[src/rtl/msk_hpc3_sched_pkg.sv]
// Sizing helpers and FIFO entry type shared by the HPC3 AND scheduler files.
// DEFAULTSHARES sets the build-wide share count (2 unless defined externally).
`ifndef DEFAULTSHARES
`define DEFAULTSHARES 2
`endif

package msk_sched_pkg;

  localparam int SCHED_D    = `DEFAULTSHARES;
  localparam int SCHED_NREQ = 4;

  function automatic int hpc3rnd(input int d);
    return d * (d - 1);
  endfunction

  function automatic int idw(input int nreq);
    return (nreq > 1) ? $clog2(nreq) : 1;
  endfunction

  // Result entry: product sharing plus the requester that asked for it.
  typedef struct packed {
    logic [SCHED_D-1:0]          data;
    logic [idw(SCHED_NREQ)-1:0]  id;
  } fifo_entry_t;

endpackage

[src/rtl/msk_hpc3_sched_if.sv]
// Requester, randomness and result handshakes of the HPC3 AND scheduler.
// master = requester/PRNG/consumer side, slave = scheduler side.
interface msk_hpc3_sched_if
  import msk_sched_pkg::*;
#(
  parameter int d    = `DEFAULTSHARES,
  parameter int NREQ = 4
);
  localparam int HPC3RND = hpc3rnd(d);
  localparam int IDW     = idw(NREQ);

  logic [NREQ-1:0]   req_valid;
  logic [NREQ-1:0]   req_ready;
  logic [NREQ*d-1:0] req_ina;
  logic [NREQ*d-1:0] req_inb;
  logic [HPC3RND-1:0] rnd_in;
  logic              rnd_valid;
  logic              rnd_ready;
  logic              out_valid;
  logic              out_ready;
  logic [d-1:0]      out_data;
  logic [IDW-1:0]    out_id;

  modport master (
    output req_valid, req_ina, req_inb, rnd_in, rnd_valid, out_ready,
    input  req_ready, rnd_ready, out_valid, out_data, out_id
  );

  modport slave (
    input  req_valid, req_ina, req_inb, rnd_in, rnd_valid, out_ready,
    output req_ready, rnd_ready, out_valid, out_data, out_id
  );
endinterface

[src/rtl/msk_hpc3_sched_rr_arb.sv]
// Round-robin arbiter: highest priority at index ptr, then ptr+1, ... wrapping.
// Produces a one-hot grant, its index and an any-request flag.
module msk_rr_arb #(
  parameter int NREQ = 4,
  parameter int IDW  = 2
) (
  input  logic [NREQ-1:0] req,
  input  logic [IDW-1:0]  ptr,
  output logic [NREQ-1:0] grant,
  output logic [IDW-1:0]  idx,
  output logic            any
);

  function automatic logic [IDW-1:0] wrap(input int v);
    return IDW'((v >= NREQ) ? v - NREQ : v);
  endfunction

  logic [IDW-1:0] cand [NREQ];

  for (genvar gi = 0; gi < NREQ; gi++) begin : g_cand
    assign cand[gi] = wrap(int'(ptr) + gi);
  end

  // Walk from the lowest priority up so the closest candidate to ptr wins.
  always_comb begin
    any   = 1'b0;
    idx   = '0;
    grant = '0;
    for (int i = NREQ - 1; i >= 0; i--) begin
      if (req[cand[i]]) begin
        any = 1'b1;
        idx = cand[i];
      end
    end
    if (any) grant[idx] = 1'b1;
  end

endmodule

[src/rtl/msk_hpc3_sched.sv]
// Shares one external HPC3 AND gadget among NREQ requesters with a 2-deep result FIFO.
// Define MSK_SCHED_IDLE_ZERO_EN to hold gadget inputs at zero in non-issue cycles.
module msk_hpc3_sched
  import msk_sched_pkg::*;
#(
  parameter int d    = `DEFAULTSHARES,
  parameter int NREQ = 4
) (
  input  logic                  clk,
  input  logic                  rst,
  msk_hpc3_sched_if.slave       bus,
  output logic [d-1:0]          g_ina,
  output logic [d-1:0]          g_ina_prev,
  output logic [d-1:0]          g_inb,
  output logic [hpc3rnd(d)-1:0] g_rnd,
  input  logic [d-1:0]          g_out
);

  localparam int HPC3RND = hpc3rnd(d);
  localparam int IDW     = idw(NREQ);

  logic [IDW-1:0]  ptr_reg, ptr_next;
  logic            pending_reg;
  logic [IDW-1:0]  pending_id_reg;
  logic [d-1:0]    g_ina_prev_reg;
  fifo_entry_t     fifo_mem_reg [2];
  logic            wr_ptr_reg, rd_ptr_reg;
  logic [1:0]      fifo_count_reg;

  logic [NREQ-1:0] arb_grant;
  logic [IDW-1:0]  arb_idx;
  logic            arb_any;
  logic            issue, push, pop, room;
  logic [IDW-1:0]  sel_idx;
  logic [d-1:0]    ina_arr [NREQ];
  logic [d-1:0]    inb_arr [NREQ];

  msk_rr_arb #(.NREQ(NREQ), .IDW(IDW)) u_arb (
    .req   (bus.req_valid),
    .ptr   (ptr_reg),
    .grant (arb_grant),
    .idx   (arb_idx),
    .any   (arb_any)
  );

  for (genvar gi = 0; gi < NREQ; gi++) begin : g_slice
    assign ina_arr[gi] = bus.req_ina[gi*d +: d];
    assign inb_arr[gi] = bus.req_inb[gi*d +: d];
  end

  // An issue now lands in the FIFO next cycle; allow it only if a slot is guaranteed.
  assign pop   = bus.out_valid & bus.out_ready;
  assign push  = pending_reg;
  assign room  = (int'(fifo_count_reg) + int'(pending_reg) - int'(pop)) <= 1;
  assign issue = !rst && arb_any && bus.rnd_valid && room;

  assign bus.req_ready = issue ? arb_grant : '0;
  assign bus.rnd_ready = issue;
  assign sel_idx       = issue ? arb_idx : ptr_reg;

`ifdef MSK_SCHED_IDLE_ZERO_EN
  assign g_ina = issue ? ina_arr[sel_idx] : '0;
  assign g_inb = issue ? inb_arr[sel_idx] : '0;
  assign g_rnd = issue ? bus.rnd_in : {HPC3RND{1'b0}};
`else
  assign g_ina = ina_arr[sel_idx];
  assign g_inb = inb_arr[sel_idx];
  assign g_rnd = bus.rnd_in;
`endif

  assign g_ina_prev = g_ina_prev_reg;

  always_comb begin
    ptr_next = ptr_reg;
    if (issue) ptr_next = (arb_idx == IDW'(NREQ - 1)) ? '0 : arb_idx + 1'b1;
  end

  assign bus.out_valid = (fifo_count_reg != 2'd0);
  assign bus.out_data  = fifo_mem_reg[rd_ptr_reg].data;
  assign bus.out_id    = fifo_mem_reg[rd_ptr_reg].id;

  always_ff @(posedge clk or posedge rst) begin
    if (rst) begin
      ptr_reg         <= '0;
      pending_reg     <= 1'b0;
      pending_id_reg  <= '0;
      g_ina_prev_reg  <= '0;
      wr_ptr_reg      <= 1'b0;
      rd_ptr_reg      <= 1'b0;
      fifo_count_reg  <= 2'd0;
      fifo_mem_reg[0] <= '0;
      fifo_mem_reg[1] <= '0;
    end else begin
      ptr_reg        <= ptr_next;
      pending_reg    <= issue;
      pending_id_reg <= arb_idx;
      g_ina_prev_reg <= g_ina;
      if (push) begin
        fifo_mem_reg[wr_ptr_reg] <= '{data: g_out, id: pending_id_reg};
        wr_ptr_reg               <= ~wr_ptr_reg;
      end
      if (pop) rd_ptr_reg <= ~rd_ptr_reg;
      case ({push, pop})
        2'b10:   fifo_count_reg <= fifo_count_reg + 2'd1;
        2'b01:   fifo_count_reg <= fifo_count_reg - 2'd1;
        default: fifo_count_reg <= fifo_count_reg;
      endcase
    end
  end

  a_no_overflow : assert property (@(posedge clk) disable iff (rst)
    !(push && !pop && fifo_count_reg == 2'd2));

endmodule

[src/flat_wrapper.sv]
// flat-port wrapper written by rule: the top's interface ports become plain ports
module msk_hpc3_sched_flat import msk_sched_pkg::*;
#(
  parameter int d    = `DEFAULTSHARES,
  parameter int NREQ = 4
)
  (clk, rst, g_ina, g_ina_prev, g_inb, g_rnd, g_out, bus_req_valid, bus_req_ina, bus_req_inb, bus_rnd_in, bus_rnd_valid, bus_out_ready, bus_req_ready, bus_rnd_ready, bus_out_valid, bus_out_data, bus_out_id);
  msk_hpc3_sched_if #(.d(d), .NREQ(NREQ)) bus_i ();
  input  logic clk;
  input  logic rst;
  output logic [d-1:0] g_ina;
  output logic [d-1:0] g_ina_prev;
  output logic [d-1:0] g_inb;
  output logic [hpc3rnd(d)-1:0] g_rnd;
  input  logic [d-1:0] g_out;
  input wire logic [$bits(bus_i.req_valid)-1:0] bus_req_valid;
  input wire logic [$bits(bus_i.req_ina)-1:0] bus_req_ina;
  input wire logic [$bits(bus_i.req_inb)-1:0] bus_req_inb;
  input wire logic [$bits(bus_i.rnd_in)-1:0] bus_rnd_in;
  input wire logic [$bits(bus_i.rnd_valid)-1:0] bus_rnd_valid;
  input wire logic [$bits(bus_i.out_ready)-1:0] bus_out_ready;
  output wire logic [$bits(bus_i.req_ready)-1:0] bus_req_ready;
  output wire logic [$bits(bus_i.rnd_ready)-1:0] bus_rnd_ready;
  output wire logic [$bits(bus_i.out_valid)-1:0] bus_out_valid;
  output wire logic [$bits(bus_i.out_data)-1:0] bus_out_data;
  output wire logic [$bits(bus_i.out_id)-1:0] bus_out_id;
  assign bus_i.req_valid = bus_req_valid;
  assign bus_i.req_ina = bus_req_ina;
  assign bus_i.req_inb = bus_req_inb;
  assign bus_i.rnd_in = bus_rnd_in;
  assign bus_i.rnd_valid = bus_rnd_valid;
  assign bus_i.out_ready = bus_out_ready;
  assign bus_req_ready = bus_i.req_ready;
  assign bus_rnd_ready = bus_i.rnd_ready;
  assign bus_out_valid = bus_i.out_valid;
  assign bus_out_data = bus_i.out_data;
  assign bus_out_id = bus_i.out_id;
  msk_hpc3_sched #(.d(d), .NREQ(NREQ)) u_core (.clk(clk), .rst(rst), .bus(bus_i), .g_ina(g_ina), .g_ina_prev(g_ina_prev), .g_inb(g_inb), .g_rnd(g_rnd), .g_out(g_out));
endmodule
[config.mk]
export PLATFORM = sky130hd
export DESIGN_NAME = msk_hpc3_sched_flat
export DESIGN_NICKNAME = d
export VERILOG_FILES = /design/src/rtl/msk_hpc3_sched_pkg.sv /design/src/rtl/msk_hpc3_sched_if.sv /design/src/rtl/msk_hpc3_sched_rr_arb.sv /design/src/rtl/msk_hpc3_sched.sv /design/src/flat_wrapper.sv
export SDC_FILE = /design/constraint.sdc
export NUM_CORES = 1
export LEC_CHECK = 0
export ABC_AREA = 1
export BUFFER_PORTS_ARGS = -buffer_cell sky130_fd_sc_hd__buf_4
export CAP_MARGIN = 15
export CORE_MARGIN = 5
export CORE_UTILIZATION = 55
export DETAILED_ROUTE_END_ITERATION = 7
export PLACE_DENSITY = 0.87
export SLEW_MARGIN = 20
export SYNTH_ARGS = -nofsm -noshare
export SYNTH_HDL_FRONTEND = slang
export SYNTH_SLANG_ARGS = --single-unit
[constraint.sdc]
create_clock -name clk -period 7.6 [get_ports clk]
set_input_delay 1.52 -clock clk [delete_from_list [all_inputs] [get_ports clk]]
set_output_delay 1.52 -clock clk [all_outputs]
set_load 0.02 [all_outputs]
Word level (Yosys, flattened, before mapping):

Index checks and enable logic that the tools add are counted.

* $add $sub $neg: 12
* order comparisons: 15
* equal/unequal tests: 3
* multiplexer cells: 39
* bitwise logic cells: 6
* reductions and logical operators: 8

Operators with widths (number)
* less-or-equal comparator 32 x 2 -> 1 bit (second input constant): 1
* subtractor 32 x 2 -> 32 bit: 1
* two-way mux 2 bit: 14
* two-way mux 4 bit: 6
* less-than comparator 2 x 3 -> 1 bit (second input constant): 5
* greater-or-equal comparator 3 bit (second input constant): 4
* subtractor 2 x 1 -> 2 bit (second input constant): 5
* two-way mux 1 bit: 9
* binary-select mux 1 bit (select 2 bit): 4
* binary-select mux 2 bit (select 2 bit): 2
* bitwise mux 8 bit: 1
* adder 2 x 2 -> 3 bit (second input constant): 2
* logical AND 1 bit: 5
* adder 2 x 1 -> 2 bit (second input constant): 2
* demux 4 bit (select 1 bit): 1
* equality test 2 bit (second input constant): 2
* greater-or-equal comparator 2 bit (second input constant): 2
* NOT 1 -> 2 bit: 2
* case mux 2 bit (2 select lines): 1
* nonzero test 2 bit: 2
* adder 2 x 1 -> 3 bit: 1
* adder 2 x 1 -> 3 bit (second input constant): 1
* greater-or-equal comparator 2 x 3 -> 1 bit (second input constant): 1
* NOT 2 -> 3 bit: 1
* 7 further kinds: 8

* flip-flop bits (word level): 19
* bits of input ports: 28
* output and inout bits: 18
* word-level logic and storage cells: 94

Logic depth before layout (Yosys ltp):

Gate-level depths: netlist of run 1.

* depth after elaboration: 17
* depth in mapped cells: 16
* depth with buffers taken out: 16

By module:

From an unflattened synthesis of run 1, not the netlist that was laid out.

* cells, all modules: 208
* area, all modules: 1437.6 µm²

Modules (own cells, without submodules)
* msk_hpc3_sched: instances 1, cells each 153, area each 1196.1 µm²
* msk_rr_arb: instances 1, cells each 55, area each 241.5 µm²

Worst setup path after synthesis of run 1:

OpenSTA, ideal clock, no wires.

* path kind: input -> output
* start: input port bus_out_ready
* end: output port g_ina[0]
* arrival: 3468 ps
* data required time: 6080 ps
* setup slack: 2612 ps
* stages: 15
* buffers on the path: 0
* cell sequence: nand2_1 inv_1 ha_1 ha_1 ha_1 nand3b_1 nand2_1 nand3_1 a21oi_4 inv_4 nand2_4 nand2_4 nand2_1 nand3_1 nand2_1

* longest elaborated chain between the ends: 9

Ends and longest elaborated chain
* start: declaration: line flat_wrapper.sv:21 `input wire logic [$bits(bus_i.out_ready)-1:0] bus_out_ready;`
* AND 1 bit: line msk_hpc3_sched.sv:52 `assign pop = bus.out_valid & bus.out_ready;`
* named net u_core.pop: line msk_hpc3_sched.sv:33 `logic issue, push, pop, room;`
* subtractor 32 x 2 -> 32 bit: line msk_hpc3_sched.sv:54 `assign room = (int'(fifo_count_reg) + int'(pending_reg) - int'(pop)) <= 1;`
* less-or-equal comparator 32 x 2 -> 1 bit: line msk_hpc3_sched.sv:54
* logical AND 1 bit: line msk_hpc3_sched.sv:55 `assign issue = !rst && arb_any && bus.rnd_valid && room;`
* named net bus_rnd_ready: line flat_wrapper.sv:23 `output wire logic [$bits(bus_i.rnd_ready)-1:0] bus_rnd_ready;`
* two-way mux 2 bit: line msk_hpc3_sched.sv:59 `assign sel_idx = issue ? arb_idx : ptr_reg;`
* NOT 2 -> 3 bit (not written as such): line msk_hpc3_sched.sv:66 `assign g_ina = ina_arr[sel_idx];`
* binary-select mux 2 bit (select 2 bit): line msk_hpc3_sched.sv:66
* two-way mux 2 bit (not written as such) (2 in series): line msk_hpc3_sched.sv:66
* end: declaration: line flat_wrapper.sv:11 `output logic [d-1:0] g_ina;`

The timed path passes the listed nets, and every way through them passes these cells. The select of a mux whose other input is x is not followed.

Worst setup path in the final report of run 1:

* start: input port bus_out_ready
* end: output port g_ina[1]

* longest elaborated chain between the ends: 9

Ends and longest elaborated chain (line)
* AND 1 bit: msk_hpc3_sched.sv:52
* named net u_core.pop: msk_hpc3_sched.sv:33
* subtractor 32 x 2 -> 32 bit: msk_hpc3_sched.sv:54
* less-or-equal comparator 32 x 2 -> 1 bit: msk_hpc3_sched.sv:54
* logical AND 1 bit: msk_hpc3_sched.sv:55
* two-way mux 2 bit: msk_hpc3_sched.sv:59
* NOT 2 -> 3 bit (not written as such): msk_hpc3_sched.sv:66
* binary-select mux 2 bit (select 2 bit): msk_hpc3_sched.sv:66
* two-way mux 2 bit (not written as such) (2 in series): msk_hpc3_sched.sv:66

The timed path passes the listed nets, and every way through them passes these cells. The select of a mux whose other input is x is not followed.

==> results.yml, run 1 <==
run_status:
  status: "finished clean"
layout:
  syn2layout_area_growth_pct: 23.60
  diodes: 0
  seq_area_um2: 475.5
  fillers: 237
  multi_input_area_um2: 767.0
  largest_reg_flops: 8
  drive_gt1_share_pct: 24.00
  nNetsFinal: 290
cts:
  cts_max_path_buffers: 2
  postCtsSetupBuffers: 0
  clock_latency_ns: 0.29
  ctsHoldBuffers: 0
  cts_root_buf: "clkbuf_4"
  cts_buffers: 3
  cts_resized: 0
  htreeDepth: 1
  cts_tree: "done"
  clock-sinks: 19
  clk_pin_slew_ns: 0.10
route:
  drt_iter0_markers: 51
  viasPerCell: 4.704
  finalWirelength_um: 2751
  drcViolationCount: 0
  dr.pass1.iters: 5
  route.antenna.remaining_nets: 0
  wire_per_inst_um: 9.825
  num_vias: 1317
sta:
  finalCritPeriodShare_pct: 68.92
  grt_setup_unrepaired: "false"
  finalSetupViolCount: 0
  min_period_ns: 5.238
  fin_skew_ns: 0.002166
  tns_ns: 0
  worst_pin_slew_ns: 0.7007
  max_slew_margin_pct: 53.23
  fmax_ghz: 0.1909
  slew_violations: 0
  final-hold-violation-count: 0
synthesis:
  synth_edf_count: 0
  synth_nets: 248
  yosys.area.top_type: "dfrtp_1"
  syn_inst: 209
  avgSynthCellArea_um2: 6.926
  ys_warn_count: 0
  ys_types: 25
  synth-main-ff-cell: "dfrtp_1"
  ys_top_cells_by_count: "nand2_1 (72), inv_1 (41), nand3_1 (20)"
  ys_seq_area_share_pct: 32.84
  synth.most_common_cell: "nand2_1"
  synth_top_area_share_pct: 32.84
  synth_seq_cells: 19
  async_reset_ff_share_pct: 100.0
  synth_area_um2: 1448
  netlist_top_cells_area: "dfrtp_1 (33%), nand2_1 (19%), inv_1 (11%), ha_1 (9.5%), nand3_1 (6.9%)"
grt:
  grt_pass1_wl_um: 4609
  grt_remaining_overflow: 0
  grt_usage_pct: 15.98
  grt_max_degree: 21
  antenna_found_initial: 0
  grt_pass1_vias: 1132
setup_path:
  crit_path_max_fanout: 9
  cp.arrival_ns: 3.72
  start_kind: "primary input"
  end_kind: "primary output"
  worstSetupPathType: "in -> out"
  worst_ep_required_time_ns: 6.08
power:
  p_leak_nw: 1.064
  p_clk_share_pct: 6.2
  power_switching_w: 0.0004118
  vdd_drop_max_uv: 268.6
  p_int_w: 0.0003875
  powerDensity_nw_per_um2: 446.7
  seqPwrFrac_pct: 24.0
  power.total_w: 0.0007993
  p_sw_share_pct: 51.53
  p_comb_share_pct: 69.7
placed_design:
  dp_hpwl_um: 2281
  gp_congestion: 0.7973
  io_buffer_count: 41
flow_run:
  maxCapViolations: 0
die:
  io_pins: 46
  die_area_um2: 3758
  core_um2: 2500
  die_h_um: 61.31
  placementRows: 18
  die_w_um: 61.31
  start_util_pct: 57.91
hold_path:
  hold_path_class: "reg -> reg"
## layer usage
layer | wire (um) | global-route usage [%] | vias to the layer above | part of all wire, %
li1 | - | - | 707 | -
met1 | 1204 | 20.49 | 562 | 44
met2 | 1289 | 26.44 | 46 | 47
met3 | 246 | 4.193 | 2 | 8.9
met4 | 10 | 4.644 | 0 | 0.36
met5 | 0 | 0 | - | 0
## cells by family after synthesis
group / after synthesis / synth area share [%]
xor+xnor: 3 / 1.815
simple gates: 112 / 35.09
flops: 19 / 32.84
buf+inv: 48 / 14.17
fa+ha+maj: 11 / 9.507
compound gates: 16 / 6.569
## stage by stage
stage / worst slack [ns] / instance area (um2) / hold slack (ns) / utilization, % / instances
floorplan: 2.612 / 1448 / 0.4529 / - / 209
global placement: 2.438 / 1763 / 0.4673 / 70.52 / 276
detailed placement: 2.356 / 1763 / 0.4740 / 70.52 / 276
CTS: 2.352 / 1789 / 0.4991 / 71.57 / 280
global route: 2.154 / 1789 / 0.5149 / 71.57 / 280
finish: 2.362 / 1789 / 0.4953 / 71.57 / 280
## power groups by stage
stage	registers [W]	logic (W)	clock network, W
finish	0.000192	0.000557	0.0000499
CTS	0.000192	0.000565	0.0000500
floorplan	0.000185	0.000418	0
detailed placement	0.000194	0.000563	0
global route	0.000199	0.000637	0.0000578
global placement	0.000194	0.000549	0
## layout make-up
class | instances | share of cell area, %
flip-flops and latches | 19 | 26.57
clock buffers | 4 | 1.469
inverters | 44 | 9.790
multi-input cells | 142 | 42.87
repair buffers | 41 | 17.20
well taps | 30 | 2.098
## final timing paths
path                                                           start                            endpoint  slack (ns)  cells after the start
max in group asynchronous                                        rst       u_core.rd_ptr_reg$_DFFE_PP0P_        5.83                      2
worst max-delay path                                   bus_out_ready                            g_ina[1]        2.36                     17
worst min register to register    u_core.fifo_mem_reg[6]$_DFFE_PP0P_  u_core.fifo_mem_reg[6]$_DFFE_PP0P_        0.50                      2
min in group asynchronous                                        rst  u_core.fifo_mem_reg[3]$_DFFE_PP0P_        1.33                      2
worst min-delay path              u_core.fifo_mem_reg[6]$_DFFE_PP0P_  u_core.fifo_mem_reg[6]$_DFFE_PP0P_        0.50                      2
worst max register to register  u_core.fifo_count_reg[0]$_DFFE_PP0P_      u_core.g_ina_prev[1]$_DFF_PP0_        4.84                     15
## critical path, cell delays in order
cell	delay, ns
buf_4	0.11
nand2_1	0.08
inv_1	0.07
ha_1	0.21
ha_1	0.20
ha_1	0.27
nand3b_1	0.07
nand2_1	0.06
nand3_1	0.10
a21oi_4	0.31
inv_4	0.10
nand2_4	0.13
nand2_4	0.09
nand2_1	0.07
nand3_1	0.06
nand2_1	0.12
buf_4	0.15
## layout by cell type (no fill, tap or decap), drive strengths merged
| master | synthesis | final |
|---|---|---|
| nand3b | 1 | 1 |
| dfrtp | 19 | 19 |
| inv | 44 | 44 |
| nand2 | 79 | 79 |
| o21ai | 13 | 13 |
| xor2 | 2 | 2 |
| xnor2 | 1 | 1 |
| clkbuf | 1 | 4 |
| ha | 11 | 11 |
| buf | 3 | 41 |
| or2 | 2 | 2 |
| nand3 | 21 | 21 |
| nor2 | 7 | 7 |
| a21oi | 3 | 3 |
| and2 | 2 | 2 |
(Power assumes the default switching activity.)
==> run 2, diff against run 1 <==
- CORE_UTILIZATION: 55 -> 46
- PLACE_DENSITY: 0.87 -> 0.78
- clock period: 7.6 -> 4.53 ns (I/O delays scaled with it)
==> results.yml, run 2 (synthesis results as in run 1) <==
layout:
  fin_area_um2: 1815
  largest_reg_flops: 8
  syn2layout_area_growth_pct: 25.41
  mostFrequentLayoutCell: "nand2_1"
  seq_area_um2: 475.5
  nNetsFinal: 291
  multi_input_area_um2: 767.0
  most-common-layout-cells: "nand2_1 (72), buf_4 (42), inv_1 (41)"
  drive_gt1_share_pct: 24.70
  fillers: 304
  diodes: 0
  finalNonFillerCells: 295
cts:
  cts_root_buf: "clkbuf_4"
  cts_resized: 0
  postCtsSetupBuffers: 0
  ctsHoldBuffers: 0
  cts_tree: "done"
  clk_pin_slew_ns: 0.10
  clock_latency_ns: 0.30
  clock-sinks: 19
  cts_buffers: 3
  cts_max_path_buffers: 2
  htreeDepth: 1
power:
  p_comb_share_pct: 69.7
  seqPwrFrac_pct: 23.9
  p_clk_share_pct: 6.4
  p_leak_nw: 1.071
  vdd_drop_max_uv: 424.8
  powerDensity_nw_per_um2: 739.0
  power_switching_w: 0.0006943
  p_int_w: 0.0006473
  p_sw_share_pct: 51.75
route:
  finalWirelength_um: 2836
  num_vias: 1338
  wire_per_inst_um: 9.614
  drt_iter0_markers: 52
  dr.pass1.iters: 4
  route.antenna.remaining_nets: 0
  viasPerCell: 4.536
  drcViolationCount: 0
sta:
  worst_pin_slew_ns: 0.5104
  finalCritPeriodShare_pct: 87.56
  tns_ns: 0
  grt_setup_unrepaired: "false"
  min_period_ns: 3.967
  slew_violations: 0
  fmax_ghz: 0.2521
  max_slew_margin_pct: 65.61
  fin_skew_ns: 0.008137
  finalSetupViolCount: 0
  timing.hold.ws_ns: 0.4957
  final-hold-violation-count: 0
die:
  die_area_um2: 4369
  io_pins: 46
  core_um2: 3028
  start_util_pct: 47.81
  die_w_um: 66.10
  die_h_um: 66.10
  placementRows: 20
grt:
  grt_max_degree: 21
  grt_remaining_overflow: 0
  grt_usage_pct: 14.64
  antenna_found_initial: 0
  grt_pass1_wl_um: 5106
  grt_pass1_vias: 1235
setup_path:
  worstSetupPathType: "reg -> out"
  reg2regPathDepth: 16
  cp_num_buf_inv: 3
  cp.arrival_ns: 3.06
  critical_path.top_delay_family: "simple AND/OR/NAND/NOR gates"
  crit_path_max_incr_delay_ns: 0.44
  cp_slowest_cell: "dfrtp_1"
  worstPathCellList: "or2_2, nand2_1, inv_1, ha_1, ha_1, ha_1, nand3b_1, nand2_1, nand3_1, a21oi_4, inv_4, nand2_4, nand2_4, nand2_1, nand3_1, nand2_1, buf_4"
  r2r_slack_ns: 1.86
  r2r-start: "u_core.fifo_count_reg[0]$_DFFE_PP0P_"
  crit_path_frequent_cell: "nand2_1"
  crit_path_max_fanout: 9
  endpoint: "g_ina[1]"
  start_kind: "flop"
  worst_ep_required_time_ns: 3.62
  r2r_end: "u_core.g_ina_prev[1]$_DFF_PP0_"
  cp.depth: 17
  worstSetupStartpoint: "u_core.fifo_count_reg[0]$_DFFE_PP0P_"
  end_kind: "primary output"
run_status:
  status: "finished clean"
placed_design:
  gp_congestion: 0.8344
  post-place-cells: 291
  io_buffer_count: 41
  dp_hpwl_um: 2349
  dpl_cell_area_um2: 1788
hold_path:
  hold_path_class: "reg -> reg"
flow_run:
  maxCapViolations: 0
[run 2: final cells by class]
type / count / area share (%)
clock buffer: 3 / 1.241
clock inverter: 1 / 0.2757
inverter: 44 / 9.649
multi-input combinational: 142 / 42.25
sequential: 19 / 26.19
tap: 44 / 3.032
timing repair buffer: 42 / 17.37
[run 2: power groups by stage]
stage               Clock (W)  Sequential (W)  Combinational, W
finish              0.0000861        0.000321          0.000934
CTS                 0.0000911        0.000320          0.000949
global placement            0        0.000322          0.000927
detailed placement          0        0.000324          0.000945
floorplan                   0        0.000310          0.000702
global route         0.000100        0.000333           0.00107
[run 2: layer usage]
layer	up-vias	GRT usage, %	share of wire (%)	routed length, um
li1	714	-	-	-
met1	583	18.16	44	1262
met2	37	24.66	48	1367
met3	4	3.912	6.5	183
met4	0	4.315	0.81	23
met5	-	0	0	0
[run 2: worst min-delay path by stage]
stage	from	to	cells after the start	slack, ns
after floorplan	u_core.fifo_mem_reg[1]$_DFFE_PP0P_	u_core.fifo_mem_reg[1]$_DFFE_PP0P_	2	0.45
after global placement	u_core.fifo_mem_reg[3]$_DFFE_PP0P_	u_core.fifo_mem_reg[3]$_DFFE_PP0P_	2	0.47
after detailed placement	u_core.fifo_mem_reg[2]$_DFFE_PP0P_	u_core.fifo_mem_reg[2]$_DFFE_PP0P_	2	0.47
after CTS	u_core.fifo_mem_reg[2]$_DFFE_PP0P_	u_core.fifo_mem_reg[2]$_DFFE_PP0P_	2	0.50
after global routing	u_core.wr_ptr_reg$_DFFE_PP0P_	u_core.wr_ptr_reg$_DFFE_PP0P_	2	0.53
final	u_core.fifo_mem_reg[2]$_DFFE_PP0P_	u_core.fifo_mem_reg[2]$_DFFE_PP0P_	2	0.50
[run 2: worst min-delay path, cell delays in order, from the launching register on]
cell	delay [ns]
dfrtp_1	0.36
nand2_1	0.05
o21ai_0	0.06
[run 2: stage by stage]
step	setup slack [ns]	utilization [%]	total power (W)
floorplan	0.7702	-	0.001012
global placement	0.6260	59.05	0.001249
detailed placement	0.5798	59.05	0.001269
CTS	0.5288	59.96	0.001360
global route	0.2463	59.96	0.001506
finish	0.5635	59.96	0.001342
